### src/rtl/regfiles_mp_if.sv
// Bus bundle for regfiles_mp: read ports, two write ports, scoreboard set.
// Master drives addresses/writes/sets; slave returns read data and busy bits.
interface regfiles_mp_if #(
    parameter int DATA_W = 32,
    parameter int ADDR_W = 5,
    parameter int NUM_RD = 2
);
    logic [NUM_RD*ADDR_W-1:0] addr_rd;
    logic [NUM_RD*DATA_W-1:0] data_rd;
    logic [NUM_RD-1:0]        busy_rd;
    logic                     wren0;
    logic [ADDR_W-1:0]        addr_w0;
    logic [DATA_W-1:0]        data_w0;
    logic                     wren1;
    logic [ADDR_W-1:0]        addr_w1;
    logic [DATA_W-1:0]        data_w1;
    logic                     sb_set;
    logic [ADDR_W-1:0]        sb_addr;

    modport master (
        output addr_rd, wren0, addr_w0, data_w0,
        output wren1, addr_w1, data_w1, sb_set, sb_addr,
        input  data_rd, busy_rd
    );

    modport slave (
        input  addr_rd, wren0, addr_w0, data_w0,
        input  wren1, addr_w1, data_w1, sb_set, sb_addr,
        output data_rd, busy_rd
    );
endinterface

### src/rtl/regfiles_mp.sv
// Multi-port register file with hardwired r0 and pending-write scoreboard.
// Optional same-cycle write-to-read bypass: define REGFILE_BYPASS_EN.
module regfiles_mp #(
    parameter int DATA_W = 32,
    parameter int ADDR_W = 5,
    parameter int NUM_RD = 2
) (
    input logic          clk,
    input logic          aclr,
    regfiles_mp_if.slave bus
);
    localparam int DEPTH = 2 ** ADDR_W;

    logic [DATA_W-1:0] regs_q [DEPTH];
    logic [DATA_W-1:0] regs_d [DEPTH];
    logic [DEPTH-1:0]  busy_q;
    logic [DEPTH-1:0]  busy_d;
    logic              wr0_ok;
    logic              wr1_ok;

    assign wr0_ok = bus.wren0 && (bus.addr_w0 != '0);
    assign wr1_ok = bus.wren1 && (bus.addr_w1 != '0);

    // Next state: port 1 lands after port 0 so it wins; set lands after clears
    always_comb begin
        regs_d = regs_q;
        busy_d = busy_q;
        if (wr0_ok) regs_d[bus.addr_w0] = bus.data_w0;
        if (wr1_ok) regs_d[bus.addr_w1] = bus.data_w1;
        if (bus.wren0) busy_d[bus.addr_w0] = 1'b0;
        if (bus.wren1) busy_d[bus.addr_w1] = 1'b0;
        if (bus.sb_set) busy_d[bus.sb_addr] = 1'b1;
        busy_d[0] = 1'b0;
    end

    // State registers; reset clears storage and scoreboard over any update
    always_ff @(posedge clk) begin
        if (aclr) begin
            for (int i = 0; i < DEPTH; i++) regs_q[i] <= '0;
            busy_q <= '0;
        end else begin
            regs_q <= regs_d;
            busy_q <= busy_d;
        end
    end

    for (genvar k = 0; k < NUM_RD; k++) begin : g_rd
        logic [ADDR_W-1:0] ra;
        logic [DATA_W-1:0] rd;

        assign ra = bus.addr_rd[k*ADDR_W +: ADDR_W];

        // Read mux; r0 forced to zero even before the first reset
        always_comb begin
            rd = regs_q[ra];
`ifdef REGFILE_BYPASS_EN
            if (bus.wren0 && (bus.addr_w0 == ra)) rd = bus.data_w0;
            if (bus.wren1 && (bus.addr_w1 == ra)) rd = bus.data_w1;
`endif
            if (ra == '0) rd = '0;
        end

        assign bus.data_rd[k*DATA_W +: DATA_W] = rd;
        assign bus.busy_rd[k] = (ra != '0) && busy_q[ra];
    end
endmodule

### src/flat_wrapper.sv
// flat-port wrapper written by rule: the top's interface ports become plain ports
module regfiles_mp_flat 
#(
    parameter int DATA_W = 32,
    parameter int ADDR_W = 5,
    parameter int NUM_RD = 2
)
  (clk, aclr, bus_addr_rd, bus_wren0, bus_addr_w0, bus_data_w0, bus_wren1, bus_addr_w1, bus_data_w1, bus_sb_set, bus_sb_addr, bus_data_rd, bus_busy_rd);
  regfiles_mp_if #(.DATA_W(DATA_W), .ADDR_W(ADDR_W), .NUM_RD(NUM_RD)) bus_i ();
  input logic clk;
  input logic aclr;
  input wire logic [$bits(bus_i.addr_rd)-1:0] bus_addr_rd;
  input wire logic [$bits(bus_i.wren0)-1:0] bus_wren0;
  input wire logic [$bits(bus_i.addr_w0)-1:0] bus_addr_w0;
  input wire logic [$bits(bus_i.data_w0)-1:0] bus_data_w0;
  input wire logic [$bits(bus_i.wren1)-1:0] bus_wren1;
  input wire logic [$bits(bus_i.addr_w1)-1:0] bus_addr_w1;
  input wire logic [$bits(bus_i.data_w1)-1:0] bus_data_w1;
  input wire logic [$bits(bus_i.sb_set)-1:0] bus_sb_set;
  input wire logic [$bits(bus_i.sb_addr)-1:0] bus_sb_addr;
  output wire logic [$bits(bus_i.data_rd)-1:0] bus_data_rd;
  output wire logic [$bits(bus_i.busy_rd)-1:0] bus_busy_rd;
  assign bus_i.addr_rd = bus_addr_rd;
  assign bus_i.wren0 = bus_wren0;
  assign bus_i.addr_w0 = bus_addr_w0;
  assign bus_i.data_w0 = bus_data_w0;
  assign bus_i.wren1 = bus_wren1;
  assign bus_i.addr_w1 = bus_addr_w1;
  assign bus_i.data_w1 = bus_data_w1;
  assign bus_i.sb_set = bus_sb_set;
  assign bus_i.sb_addr = bus_sb_addr;
  assign bus_data_rd = bus_i.data_rd;
  assign bus_busy_rd = bus_i.busy_rd;
  regfiles_mp #(.DATA_W(DATA_W), .ADDR_W(ADDR_W), .NUM_RD(NUM_RD)) u_core (.clk(clk), .aclr(aclr), .bus(bus_i));
endmodule
### config.mk
export PLATFORM = sky130hd
export DESIGN_NAME = regfiles_mp_flat
export DESIGN_NICKNAME = d
export VERILOG_FILES = /design/src/rtl/regfiles_mp_if.sv /design/src/rtl/regfiles_mp.sv /design/src/flat_wrapper.sv
export SDC_FILE = /design/constraint.sdc
export NUM_CORES = 2
export LEC_CHECK = 0
export BUFFER_PORTS_ARGS = -buffer_cell sky130_fd_sc_hd__buf_2
export CORE_MARGIN = 2
export CORE_UTILIZATION = 43
export DETAILED_ROUTE_END_ITERATION = 16
export GPL_TIMING_DRIVEN = 0
export HOLD_SLACK_MARGIN = 0.06
export PLACE_DENSITY = 0.59
export SLEW_MARGIN = 30
export SYNTH_ARGS = -nofsm -noshare
export SYNTH_HDL_FRONTEND = slang
export SYNTH_SLANG_ARGS = --single-unit
### constraint.sdc
create_clock -name clk -period 2 [get_ports clk]
set_input_delay 0.2 -clock clk [delete_from_list [all_inputs] [get_ports clk]]
set_output_delay 0.2 -clock clk [all_outputs]
set_load 0.1 [all_outputs]
* Yosys cells after proc, flatten, opt, wreduce, memory -nomap -nowiden *
Cells that the tools add are included.

cells by class
  reduce and logical (&&, ||, !) cells = 15
  bitwise operators = 9
  muxes and demuxes = 29
  magnitude comparators = 14

operator list
  kind                                                                          number
  1024-bit bitwise mux                                                          2
  1024-bit two-way mux                                                          2
  32-bit two-way mux                                                            11
  32-bit binary-select mux with 5-bit select                                    2
  32-bit demux with 5-bit select                                                2
  32-bit bitwise AND                                                            2
  32-bit inverter                                                               2
  32-bit OR                                                                     1
  5-bit by 6-bit less-than comparator with 1-bit output, second input constant  5
  6-bit >= comparator, second input constant                                    4
  5-bit inverter with 6-bit output                                              4
  5-bit nonzero test                                                            4
  1-bit demux with 5-bit select                                                 3
  5-bit by 1-bit >= comparator with 1-bit output, second input constant         3
  6-bit by 1-bit less-than comparator with 1-bit output, second input constant  2
  1-bit binary-select mux with 5-bit select                                     2
  5-bit zero test                                                               2
  1-bit logical AND                                                             9
  1-bit two-way mux                                                             5

storage, ports and cells
  bits of input ports = 94
  output and inout bits = 66
  flip-flop bits (word level) = 1056
  logic and storage cells = 101

* Depth between registers and ports, before layout *
  depth in word-level cells = 11
  gate-level depth with buffers = 9
  gate-level depth less buffers = 4

* Least setup slack after synthesis *
Ideal clock, no wire load.

  path type = in2out
  from = input bus_addr_rd[1]
  to = output bus_data_rd[28]
  path slack = -2.012 ns
  data required time = 1.800 ns
  stages = 8
  arrival = 3.812 ns
  buffers on the path = 4
  cells stage by stage = buf_2 > buf_4 > nor2b_1 > clkbuf_1 > clkbuf_1 > a221oi_1 > o21ai_0 > a311oi_1

on the way
  cells in the longest elaborated chain, start to end = 5
  elaborated cells between the ends (all ways) = 6
  those cells by class = 4 x mux; 1 x bitwise; 1 x reduce/logical

ends and longest elaborated chain
  what                                                    RTL line            text
  start, declared                                         flat_wrapper.sv:12  input wire logic [$bits(bus_i.addr_rd)-1:0] bus_addr_rd;
  5-bit inverter with 6-bit output (implied by the code)  regfiles_mp.sv:55   rd = regs_q[ra];
  32-bit binary-select mux with 5-bit select              regfiles_mp.sv:55
  32-bit two-way mux (implied by the code) (2 in a row)   regfiles_mp.sv:55
  32-bit two-way mux (*)                                  regfiles_mp.sv:60   if (ra == '0) rd = '0;
  end, declared                                           flat_wrapper.sv:21  output wire logic [$bits(bus_i.data_rd)-1:0] bus_data_rd;

Mark *: on every way between the ends. The rest lies on a longest branch, timed or not. The select of a mux whose other input is x is not followed.

* Worst setup path in the final report *
  from = input bus_addr_rd[2]
  to = output bus_data_rd[13]

Same word-level chain as after synthesis.

==> impl_results.md <==
* Status: finished with violations
* Failing checks: negative setup slack
* I/O pin total at 160
* Final min period at 2.925 ns
* Initial antenna violation count at 13
* Area of the mapped netlist at 62680 um2
* Logic gate share of total power at 0.177
* R2r endpoint: u_core.regs_q[99]
* Total track usage at 0.5046
* Max VDD drop at 0.8066 mV
* Seq/Total Area, Yosys at 0.3370
* Clock latency on the worst-skew pair at 0.79 ns
* Post-synth EDFFs at 0
* Die area at 148800 um2
* DR pass1 iterations at 7
* Fraction of registers with async set/reset at 0
* Reg2Reg Setup Slack at 0.49 ns
* Drt via density at 7.157
* Syn_nets at 7293
* WS Path Type: input port to output pin
* Unrepaired setup endpoints after global routing: yes
* Worst Setup SP: bus_addr_rd[2]
* Tightest hold margin at 0.1344 ns
* Final WL at 387.3 mm
* Relative slew slack at 0.1586
* Clock network power share at 0.436
* Switching Fraction at 0.3255
* TritonCTS Sinks at 1055
* # placed instances at 9271
* Int Pwr at 38.14 mW
* Setup-failing EPs final at 195
* Synth Area per Inst at 8.707 um2
* Static Leakage at 25.42 nW
* Seq cells post-synth at 1055
* Via count of the first global-routing pass at 64380
* Port bufs at 148
* Core Area at 145200 um2
* CTS Buf Count at 133
* Global-route wire length before repair at 518.7 mm
* H-tree depth at 4
* Total gr overflow at 0
* FF-to-FF path depth at 3
* PD cells at 739.7 nW/um2
* Final Hold Vio Count at 0
* # DRC at 0
* Starting DRC count in detailed routing at 11500
* NetSw at 18.41 mW
* Most common cell after layout, fill and taps aside: nand2_1
* Vias at 68800
* Tcrit/Tclk final at 1.463
* Synth-to-layout area growth at 21.96%
* Critical path launch point type: input port
* Max-cap viol count at 0
* Max FO, Critical Path at 10
* Placer congestion estimate at 1.095
* Share of power burned in registers at 0.386
* CTS max path bufs at 3
* Reg clk slew, reported paths at 0.06 ns
* Largest net degree at the start of global routing at 17
* Final non-filler cell total at 9612
* Crit path DAT at 2.73 ns
* Ys flop type: dfxtp_1
* Most frequent cells in the layout: 1396 x nand2_1, 1028 x nor2_1, 834 x a311oi_1, 796 x dfxtp_1, 587 x clkbuf_1
* Layout cell share with drive strength beyond 1 at 0.2433
* Root Buffer Master: clkbuf_16
* F_max at 0.3418 GHz
* Final slew viol count at 0
* Path type of the worst min-delay path: input port to register
* Critical path endpoint category: output pin
* FP Rows at 140
* Die width at 385.8 um
* Finished Core Util at 0.5264
* Nets@finish at 7677
* Yosys Warn Count at 0
* Antenna viol nets, final at 0
* Post-DP HPWL at 308.6 mm
* Starting density of the core at 0.4316
* WL/cell at 40.29 um
* Worst-Margin Slew at 1.262 ns
* Worst Skew at 0 ns
* Synth cell types at 46
* End point of the critical path: bus_data_rd[13]
* Worst EP required at 1.80 ns
* RR Startpoint: u_core.regs_q[99]
* TritonCTS clock tree: yes
* Die H at 385.8 um
* Worst setup margin at -0.9254 ns
* Synth Instances at 7199
synth_stat cells (all sizes together) (93+ instances only):
master / n / area share
mux4: 460 / 0.17
nand3: 347 / 0.028
mux2i: 324 / 0.052
o21ai: 118 / 0.0094
a311oi: 867 / 0.12
nor2: 1047 / 0.063
dfxtp: 1055 / 0.34
nand2: 1396 / 0.084
clkbuf: 703 / 0.042
a211oi: 178 / 0.021
a22oi: 93 / 0.011
buf: 266 / 0.022
sequential cells by signal, indices dropped and copies added, names as in the netlist:
name,cells
u_core.regs_q,1024
u_core.busy_q,31
metrics by stage:
stage	TNS (ns)	total power [mW]	worst slack (ns)	instance area, um2
floorplan	-19.36	26.94	-0.4531	64240
global placement	-1001.14	30.58	-2.435	67380
detailed placement	-852.22	30.67	-2.419	67660
CTS	-45.38	55.54	-0.8843	75880
global route	-47.29	56.95	-0.8957	76420
finish	-54.71	56.55	-0.9254	76450
logic make-up after synthesis:
group | count (synthesis) | share of synthesized area
simple gates | 2912 | 0.1877
flops | 1055 | 0.3370
buf+inv | 971 | 0.06436
mux | 818 | 0.2231
compound gates | 1443 | 0.1879
critical path, cell delays in order:
cell      delay [ns]
buf_6           0.28
buf_4           0.28
clkbuf_2        0.44
mux4_2          0.37
a22oi_1         0.54
a311oi_4        0.30
buf_12          0.26
worst min path at each step:
stage	cells past startpoint	slack, ns	start	end
floorplan	2	0.38	bus_data_w1[4]	u_core.regs_q[100]
global placement	1	0.46	u_core.regs_q[1000]	u_core.regs_q[1000]
detailed placement	1	0.47	u_core.regs_q[1008]	u_core.regs_q[1008]
CTS	5	0.09	bus_addr_w0[4]	u_core.regs_q[838]
global route	4	0.14	bus_data_w0[24]	u_core.regs_q[760]
finish	4	0.13	bus_data_w0[24]	u_core.regs_q[760]
timing repair:
action | in CTS | in global routing
hold buffers | 76 | 0
pin swaps | 98 | 48
setup endpoints to repair | 434 | 355
gates cloned | 0 | 0
hold endpoints to repair | 100 | 0
gates resized for setup | 945 | 187
setup buffers | 16 | 5
per-layer routing:
| layer | up-vias | global-route usage | routed length [um] | part of all wire |
|---|---|---|---|---|
| met5 | - | 0 | 73 | 0.00019 |
| met4 | 10 | 0.3330 | 30390 | 0.078 |
| met3 | 1193 | 0.2173 | 59510 | 0.15 |
| met2 | 5803 | 0.7133 | 157800 | 0.41 |
| met1 | 34100 | 0.6215 | 139600 | 0.36 |
| li1 | 27690 | - | - | - |
power by group through the flow:
| stage | Sequential (mW) | Clock [mW] | Combinational, mW |
|---|---|---|---|
| final | 21.8 | 24.7 | 10.0 |
| after global routing | 21.9 | 25.2 | 9.94 |
| after CTS | 21.8 | 24.3 | 9.40 |
| after detailed placement | 22.2 | 0 | 8.42 |
| after global placement | 22.2 | 0 | 8.34 |
| after floorplan | 22.1 | 0 | 4.87 |
final cells by class:
cell class,count,area [um2]
diodes,13,32.53
plain buffers,966,4888
clock buffers,196,3897
clock inverters,38,342.8
fillers,13400,68770
inverters,2,15.01
multi-input cells,5173,40620
flip-flops and latches,1055,21460
well taps,1917,2399
repair buffers,252,2791
Note: power is estimated with default switching activity, not from simulation.
